===== src/rtl/uart_tx_fifo_if.sv =====
// Push/status bundle between the DMEM store path and the UART transmitter.
interface uart_tx_fifo_if #(
  parameter int DEPTH = 32
);
  logic                     uart_fifo_write_en;
  logic [7:0]               uart_fifo_data;
  logic                     tx_line;
  logic                     tx_ready;
  logic                     tx_busy;
  logic                     tx_overflow;
  logic [$clog2(DEPTH):0]   fifo_count;

  modport master (
    output uart_fifo_write_en, uart_fifo_data,
    input  tx_line, tx_ready, tx_busy, tx_overflow, fifo_count
  );

  modport slave (
    input  uart_fifo_write_en, uart_fifo_data,
    output tx_line, tx_ready, tx_busy, tx_overflow, fifo_count
  );
endinterface


===== src/rtl/uart_tx_fifo.sv =====
// UART transmitter: byte FIFO feeding an 8N1 serialiser, LSB first.
// Define UART_PARITY_EN for 8E1 frames (extra even-parity bit after the data bits).
module uart_tx_fifo #(
  parameter int DEPTH        = 32,
  parameter int CLKS_PER_BIT = 868
) (
  input  logic           clk,
  input  logic           rst,
  uart_tx_fifo_if.slave  bus
);
  localparam int AW = $clog2(DEPTH);
  localparam int CW = AW + 1;
  localparam int BW = $clog2(CLKS_PER_BIT);

  localparam logic [2:0] S_IDLE   = 3'd0;
  localparam logic [2:0] S_START  = 3'd1;
  localparam logic [2:0] S_DATA   = 3'd2;
`ifdef UART_PARITY_EN
  localparam logic [2:0] S_PARITY = 3'd3;
`endif
  localparam logic [2:0] S_STOP   = 3'd4;

`ifdef UART_PARITY_EN
  function automatic logic even_parity(input logic [7:0] b);
    return ^b;
  endfunction
`endif

  logic [7:0]    mem_q [DEPTH];
  logic [AW-1:0] wr_ptr_q, wr_ptr_d;
  logic [AW-1:0] rd_ptr_q, rd_ptr_d;
  logic [CW-1:0] count_q, count_d;
  logic          overflow_q, overflow_d;
  logic [2:0]    state_q, state_d;
  logic [BW-1:0] baud_q, baud_d;
  logic [2:0]    bit_idx_q, bit_idx_d;
  logic [7:0]    shift_q, shift_d;
  logic          parity_q, parity_d;
  logic          line_q, line_d;

  logic full_s, empty_s, push_s, pop_s, baud_done_s;

  assign full_s      = (count_q == CW'(DEPTH));
  assign empty_s     = (count_q == {CW{1'b0}});
  assign pop_s       = (state_q == S_IDLE) && !empty_s;
  assign push_s      = bus.uart_fifo_write_en && !full_s;
  assign baud_done_s = (baud_q == BW'(CLKS_PER_BIT - 1));

  always_comb begin
    wr_ptr_d   = push_s ? wr_ptr_q + {{(AW-1){1'b0}}, 1'b1} : wr_ptr_q;
    rd_ptr_d   = pop_s  ? rd_ptr_q + {{(AW-1){1'b0}}, 1'b1} : rd_ptr_q;
    overflow_d = overflow_q | (bus.uart_fifo_write_en & full_s);
    case ({push_s, pop_s})
      2'b10:   count_d = count_q + {{(CW-1){1'b0}}, 1'b1};
      2'b01:   count_d = count_q - {{(CW-1){1'b0}}, 1'b1};
      default: count_d = count_q;
    endcase
  end

  always_comb begin
    state_d   = state_q;
    baud_d    = baud_q;
    bit_idx_d = bit_idx_q;
    shift_d   = shift_q;
    parity_d  = parity_q;
    case (state_q)
      S_IDLE: begin
        baud_d = {BW{1'b0}};
        if (pop_s) begin
          shift_d   = mem_q[rd_ptr_q];
`ifdef UART_PARITY_EN
          parity_d  = even_parity(mem_q[rd_ptr_q]);
`else
          parity_d  = 1'b0;
`endif
          bit_idx_d = 3'd0;
          state_d   = S_START;
        end else begin
          state_d   = S_IDLE;
        end
      end
      S_START: begin
        if (baud_done_s) begin
          baud_d  = {BW{1'b0}};
          state_d = S_DATA;
        end else begin
          baud_d  = baud_q + {{(BW-1){1'b0}}, 1'b1};
        end
      end
      S_DATA: begin
        if (baud_done_s) begin
          baud_d = {BW{1'b0}};
          if (bit_idx_q == 3'd7) begin
`ifdef UART_PARITY_EN
            state_d = S_PARITY;
`else
            state_d = S_STOP;
`endif
          end else begin
            bit_idx_d = bit_idx_q + 3'd1;
            shift_d   = {1'b0, shift_q[7:1]};
          end
        end else begin
          baud_d = baud_q + {{(BW-1){1'b0}}, 1'b1};
        end
      end
`ifdef UART_PARITY_EN
      S_PARITY: begin
        if (baud_done_s) begin
          baud_d  = {BW{1'b0}};
          state_d = S_STOP;
        end else begin
          baud_d  = baud_q + {{(BW-1){1'b0}}, 1'b1};
        end
      end
`endif
      S_STOP: begin
        if (baud_done_s) begin
          baud_d  = {BW{1'b0}};
          state_d = S_IDLE;
        end else begin
          baud_d  = baud_q + {{(BW-1){1'b0}}, 1'b1};
        end
      end
      default: begin
        baud_d  = {BW{1'b0}};
        state_d = S_IDLE;
      end
    endcase
  end

  // The line level is decoded from the next state so the flop changes on the state-entry edge.
  always_comb begin
    case (state_d)
      S_IDLE:   line_d = 1'b1;
      S_START:  line_d = 1'b0;
      S_DATA:   line_d = shift_d[0];
`ifdef UART_PARITY_EN
      S_PARITY: line_d = parity_d;
`endif
      S_STOP:   line_d = 1'b1;
      default:  line_d = 1'b1;
    endcase
  end

  always_ff @(posedge clk) begin
    if (rst) begin
      wr_ptr_q   <= {AW{1'b0}};
      rd_ptr_q   <= {AW{1'b0}};
      count_q    <= {CW{1'b0}};
      overflow_q <= 1'b0;
      state_q    <= S_IDLE;
      baud_q     <= {BW{1'b0}};
      bit_idx_q  <= 3'd0;
      shift_q    <= 8'h00;
      parity_q   <= 1'b0;
      line_q     <= 1'b1;
    end else begin
      wr_ptr_q   <= wr_ptr_d;
      rd_ptr_q   <= rd_ptr_d;
      count_q    <= count_d;
      overflow_q <= overflow_d;
      state_q    <= state_d;
      baud_q     <= baud_d;
      bit_idx_q  <= bit_idx_d;
      shift_q    <= shift_d;
      parity_q   <= parity_d;
      line_q     <= line_d;
    end
  end

  // Storage needs no reset: the pointers and count define which entries are valid.
  always_ff @(posedge clk) begin
    if (push_s) begin
      mem_q[wr_ptr_q] <= bus.uart_fifo_data;
    end
  end

  assign bus.tx_line     = line_q;
  assign bus.tx_ready    = !full_s;
  assign bus.tx_busy     = (state_q != S_IDLE) || !empty_s;
  assign bus.tx_overflow = overflow_q;
  assign bus.fifo_count  = count_q;
endmodule


===== src/flat_wrapper.sv =====
// flat-port wrapper written by rule: the top's interface ports become plain ports
module uart_tx_fifo_flat 
#(
  parameter int DEPTH        = 32,
  parameter int CLKS_PER_BIT = 868
)
  (clk, rst, bus_uart_fifo_write_en, bus_uart_fifo_data, bus_tx_line, bus_tx_ready, bus_tx_busy, bus_tx_overflow, bus_fifo_count);
  uart_tx_fifo_if #(.DEPTH(DEPTH)) bus_i ();
  input  logic clk;
  input  logic rst;
  input wire logic [$bits(bus_i.uart_fifo_write_en)-1:0] bus_uart_fifo_write_en;
  input wire logic [$bits(bus_i.uart_fifo_data)-1:0] bus_uart_fifo_data;
  output wire logic [$bits(bus_i.tx_line)-1:0] bus_tx_line;
  output wire logic [$bits(bus_i.tx_ready)-1:0] bus_tx_ready;
  output wire logic [$bits(bus_i.tx_busy)-1:0] bus_tx_busy;
  output wire logic [$bits(bus_i.tx_overflow)-1:0] bus_tx_overflow;
  output wire logic [$bits(bus_i.fifo_count)-1:0] bus_fifo_count;
  assign bus_i.uart_fifo_write_en = bus_uart_fifo_write_en;
  assign bus_i.uart_fifo_data = bus_uart_fifo_data;
  assign bus_tx_line = bus_i.tx_line;
  assign bus_tx_ready = bus_i.tx_ready;
  assign bus_tx_busy = bus_i.tx_busy;
  assign bus_tx_overflow = bus_i.tx_overflow;
  assign bus_fifo_count = bus_i.fifo_count;
  uart_tx_fifo #(.DEPTH(DEPTH), .CLKS_PER_BIT(CLKS_PER_BIT)) u_core (.clk(clk), .rst(rst), .bus(bus_i));
endmodule

===== config.mk =====
export PLATFORM = sky130hd
export DESIGN_NAME = uart_tx_fifo_flat
export DESIGN_NICKNAME = d
export VERILOG_FILES = /design/src/rtl/uart_tx_fifo_if.sv /design/src/rtl/uart_tx_fifo.sv /design/src/flat_wrapper.sv
export SDC_FILE = /design/constraint.sdc
export NUM_CORES = 1
export LEC_CHECK = 0
export ABC_AREA = 1
export CAP_MARGIN = 20
export CORE_MARGIN = 2
export CORE_UTILIZATION = 57
export CTS_CLUSTER_SIZE = 40
export DETAILED_ROUTE_END_ITERATION = 8
export DONT_BUFFER_PORTS = 1
export PLACE_DENSITY = 0.76
export RECOVER_POWER = 25
export SLEW_MARGIN = 20
export SYNTH_ARGS = -nofsm -noshare
export SYNTH_HDL_FRONTEND = slang
export SYNTH_SLANG_ARGS = --single-unit
export TNS_END_PERCENT = 20

===== constraint.sdc =====
create_clock -name clk -period 2.3 [get_ports clk]
set_clock_uncertainty 0.1 [all_clocks]
set_input_delay 0.46 -clock clk [delete_from_list [all_inputs] [get_ports clk]]
set_output_delay 0.46 -clock clk [all_outputs]
set_load 0.05 [all_outputs]

Word-level counts from Yosys, hierarchy flattened --
Memories as Yosys holds them, arrays and structs flattened. A register that Yosys moved wholly into a read port is not among the register bits. Cells that the tools add are included.
Storage, ports and cells: register bits after elaboration 42, bits in writable memories 256, bits of input ports 11, output and inout bits 10, word-level logic and storage cells 66, memories kept 1
Memories:
- u_core.mem_q | depth 32, width 8, rd ports 1, clocked after Yosys merged registers in 1, wr ports 1, RTL line uart_tx_fifo.sv:29 | logic [7:0] mem_q [DEPTH];
Cells by class: $add $sub $neg 6, eq/ne operators 13, multiplexer cells 20, bitwise gates (word level) 3, reductions and logical operators 13
Operators with widths (number):
- 8-bit 2-to-1 mux | 3
- 3-bit 2-to-1 mux | 7
- 8-bit case mux with 2 select lines | 1
- 3-bit case mux with 4 select lines | 1
- 6-bit case mux with 2 select lines | 1
- 10-bit by 1-bit adder with 10-bit output (second input constant) | 1
- 5-bit by 1-bit adder with 5-bit output (second input constant) | 2
- 10-bit equality test (second input constant) | 1
- 5-bit 2-to-1 mux | 2
- 6-bit by 1-bit adder with 6-bit output (second input constant) | 1
- 3-bit by 1-bit equality test with 1-bit output (second input constant) | 2
- 3-bit by 2-bit equality test with 1-bit output (second input constant) | 2
- 3-bit equality test (second input constant) | 2
- 6-bit equality test (second input constant) | 1
- 6-bit logical NOT | 1
- 3-bit case mux with 2 select lines | 1
- 3-bit OR reduction | 2
- 6-bit by 1-bit subtractor with 6-bit output (second input constant) | 1
- 2-bit by 1-bit inequality test with 1-bit output (second input constant) | 2
- 4-bit AND reduction | 1
- 2-bit nonzero test | 2
- 3-bit by 1-bit adder with 3-bit output (second input constant) | 1
- 3-bit logical NOT | 1
- 1-bit 2-to-1 mux | 3
- 11 further kinds | 13

Depth between registers and ports, before layout --
word-level depth 7, gate-level depth with buffers 18

Worst setup path before layout --
Ideal clock, no wire load.
path type register to register, from register u_core.count_q[0], in the netlist u_core.bus.fifo_count[0], to register u_core.count_q[4], in the netlist u_core.bus.fifo_count[4], setup time 0.115 ns, arrival 2.708 ns, setup slack -0.623 ns, stages on the path, launching flop included 19, cell sequence dfxtp_1 > inv_1 > nand3_1 > inv_2 > nand3_1 > nand2_2 > inv_1 > buf_2 > ha_1 > buf_2 > xor2_1 > ha_1 > nor2_1 > nor2_1 > nor2_1 > o21ai_0 > xnor2_1 > o21ai_0 > inv_1
On the way: cells in the longest elaborated chain, start to end 5, elaborated cells on any way between the ends 12
RTL lines:
- start, declared | RTL line uart_tx_fifo.sv:32 | logic [CW-1:0] count_q, count_d;
- start signal, assigned | RTL line uart_tx_fifo.sv:150 | count_q <= {CW{1'b0}};
- start signal, assigned | RTL line uart_tx_fifo.sv:161 | count_q <= count_d;
- 6-bit logical NOT * | RTL line uart_tx_fifo.sv:44 | assign empty_s = (count_q == {CW{1'b0}});
- 1-bit logical NOT * | RTL line uart_tx_fifo.sv:45 | assign pop_s = (state_q == S_IDLE) && !empty_s;
- 1-bit logical AND * | RTL line uart_tx_fifo.sv:45
- named net u_core.pop_s | RTL line uart_tx_fifo.sv:41 | logic full_s, empty_s, push_s, pop_s, baud_done_s;
- 2-bit by 1-bit equality test with 1-bit output or 2-bit equality test (tied branches) | RTL line uart_tx_fifo.sv:53 | case ({push_s, pop_s})
- 6-bit case mux with 2 select lines or 2-bit nonzero test (tied branches)
The timed path passes the listed nets; every way through them passes the cells marked *. A chain may end at the register's enable or synchronous reset.

Worst setup path after layout --
from register u_core.count_q[1], in the netlist u_core.bus.fifo_count[1], to register u_core.count_q[4], in the netlist u_core.bus.fifo_count[4]
On the way: cells in the longest elaborated chain, start to end 5, elaborated cells on any way between the ends 12
RTL lines:
- branches (longest 5 deep; another with 6-bit by 1-bit subtractor with 6-bit output)
Several ways; the timed one is not identified.

==> summary.txt <==
GR Overflow Total = 0
CP max-delay cell = dfxtp_4
Critical path depth = 16
Failing checks = max-capacitance violations, max-slew violations
Htree depth = 1
Final wirelength = 28.2 mm
Initial Utilization = 58.5%
Final setup margin = 80.1 ps
Int Power = 10500 uW
Power density cells = 1070 nW/um^2
Sw Pwr = 5020 uW
HP Class = in2reg
Max Fclk = 0.450 GHz
DIE HEIGHT = 154 um
Largest net degree at the start of global routing = 84
Top-count cell post-synth = edfxtp_1
Global placer's final weighted congestion = 0.896
Clk sinks = 303
Clock group share of total power = 31.4%
Share of layout cells above drive strength 1 = 11.1%
Placed Cells = 1478
Tcrit/Tclk final = 96.5%
Worst vdd ir = 0.00121 V
Synth Net Count = 1223
Die width = 154 um
CP max FO = 4
Yosys top cell by area = edfxtp_1
Layout Cells excl Fill = 1546
Root buf cell = clkbuf_16
Core area = 22000 sq um
Die area = 23700 sq um
Final setup vio count = 0
Clk Latency, worst-skew pair = 550 ps
R2r setup slk = 80 ps
Slowest Stage Delay on Critical Path = 350 ps
Setup repair after global routing missed its margin = yes
Cell chain of the critical path = nor2_4, nand3_2, inv_4, nand3_4, nand2_4, inv_6, ha_4, xor2_2, ha_2, nor2_2, nor2_2, nor2_1, o21ai_1, xnor2_1, o21ai_1, inv_1
Fin crit period = 2220 ps
Register area share after synthesis = 67.2%
Leak = 0.00545 uW
Drt via density = 5.68
Synthesized instance count = 1201
Antenna diodes = 0
Worst path bufs/invs = 3
Setup crit start = u_core.bus.fifo_count[1]
Final hold vios = 0
Endpoint type of the worst setup path = flop
Share of the synthesized area in the top cell type = 59.9%
Synthesis-to-layout area growth = 12.8%
Flop pwr share = 41.2%
CP Launch Type = flop
Most frequently used flop master after synthesis = edfxtp_1
GRT Resource Usage Total = 24.0%
Initial antenna violation count = 0
First-pass GRT wire length = 44.7 mm
Cell family with most CP delay = simple AND/OR/NAND/NOR gates
CTS buffer count = 30
Synth cell count leaders = edfxtp_1 (256), nand2_1 (226), nor2_1 (177)
DRC Markers = 0
Comb power frac = 27.5%
Post-synth ARST share = 0%
Initial DRC count = 986
Top Ports = 21
Wirelength per Cell = 18.3 um
Post-Syn Area = 12800 sq um
Worst setup endpoint = u_core.bus.fifo_count[4]
Max-slew headroom = -16.5%
Design Power = 15500 uW
Avg Inst Size Synth = 10.7 sq um
R2R depth = 16
Register clock-pin slew on the reported worst setup and hold paths = 60 ps
Pins Over Slew Limit = 231
Post-synth EDFFs = 256
Yosys reg bits = 303
Crit Path Category = reg2reg
Outcome = complete, but fails checks
CP required = 2640 ps
CTS tree = built
Ranking of synthesized cells by area = edfxtp_1 (60%), dfxtp_1 (7.3%), nand2_1 (6.6%), nand3_1 (5.9%), nor2_1 (5.2%)
Worst Tran Pin Value = 1750 ps
Final net count = 1264
Sw Ratio = 32.4%
TritonRoute pass-1 iters = 6
IO buf count = 0
Crit path DAT = 2560 ps
Post-layout util = 65.9%
Clk buf depth = 3
Row cnt = 54
# Max-Cap Violations = 7
Filler cells = 1597
Reg2reg start = u_core.bus.fifo_count[1]
HPWL Detailed = 16.9 mm
Crit Reg-Reg Endpoint = u_core.bus.fifo_count[4]
Distinct cells, synth = 36
Number of global-route vias before repair = 8546
Post-place setup slack = 1.44 ps
Post-route antenna net violation count = 0
YS warnings = 0
Via count = 8787
==> cell families (layout without fill, tap and decap cells) <==
family,count (synthesis),in the layout,share of synthesized area (%)
AND/OR/NAND/NOR,582,582,19.1
flip-flops,303,303,67.2
buffers and inverters,157,222,5.89
AO/OA/AOI/OAI,138,138,6.02
adder cells (fa/ha/maj),11,11,1.07
XOR/XNOR,10,10,0.682
==> registers in the layout (all words and copies together), names as in the netlist, named ones only <==
signal / count
u_core.wr_ptr_q: 5
u_core.bus.tx_line: 1
u_core.rd_ptr_q: 5
u_core.bus.fifo_count: 6
u_core.mem_q: 256
u_core.bit_idx_q: 3
u_core.baud_q: 10
u_core.bus.tx_overflow: 1
u_core.shift_q: 8
u_core.state_q: 3
==> layout make-up <==
type	instances	area (sq um)	area share, %
inverter	96	375	2.59
sequential	303	8650	59.8
clock buffer	41	853	5.90
timing repair buffer	70	562	3.88
multi-input combinational	741	3530	24.4
clock inverter	15	149	1.03
tap	280	350	2.42
==> how the worst min path moves through the flow <==
stage / cells after the start / startpoint / endpoint / slack (ps)
finish: 2 / bus_uart_fifo_write_en / u_core.bus.tx_overflow / 40
global placement: 1 / u_core.baud_q[0] / u_core.baud_q[0] / 330
detailed placement: 1 / u_core.baud_q[0] / u_core.baud_q[0] / 340
floorplan: 1 / u_core.baud_q[0] / u_core.baud_q[0] / 320
CTS: 2 / bus_uart_fifo_write_en / u_core.bus.tx_overflow / 30
global route: 3 / rst / u_core.state_q[1] / 50
==> through the flow <==
step	TNS (ps)	hold WS, ps	cell area (sq um)
2_1_floorplan	-127	318	12900
3_3_place_gp	0	327	13400
3_5_place_dp	0	341	13400
4_1_cts	0	33.2	14500
5_1_grt	-104	54.7	14500
6_report	0	39.4	14500
==> per-layer routing <==
layer	vias to the layer above	global-route usage (%)	routed length, um
met5	-	0	0
met4	0	8.01	863
met3	56	2.51	1930
met2	367	40.7	13900
met1	4171	32.7	11600
li1	4193	-	-
==> placed cells by master, fill, tap and decap left out, types with 3 or more instances in the layout <==
cell type,n
edfxtp_1,256
nand2_1,226
nor2_1,174
nand3_1,149
inv_1,86
o21ai_0,65
buf_4,56
dfxtp_1,40
clkbuf_16,31
o211ai_1,25
a21oi_1,24
o21ai_1,21
clkbuf_1,13
nand4_1,9
ha_1,9
clkinv_1,8
nor3_1,6
dfxtp_4,6
inv_2,5
xor2_1,5
buf_12,5
clkbuf_8,4
nand3_2,3
inv_4,3
xnor2_1,3
bufinv_16,3
==> power by group through the flow <==
stage                     registers (uW)  logic (uW)  clock network [uW]
after floorplan                     6580        2950                   0
after CTS                           6370        4150                4910
after global routing                6410        4680                5140
final                               6380        4260                4860
after global placement              6470        3910                   0
after detailed placement            6480        3990                   0
==> timing repair <==
item | CTS | global route
setup buffers | 0 | 3
endpoints found under the hold margin | 268 | 0
hold buffers | 9 | 0
pin swaps | 0 | 7
resized for setup | 2 | 10
endpoints found under the setup margin | 1 | 4
Power figures use the tool's default switching activity.
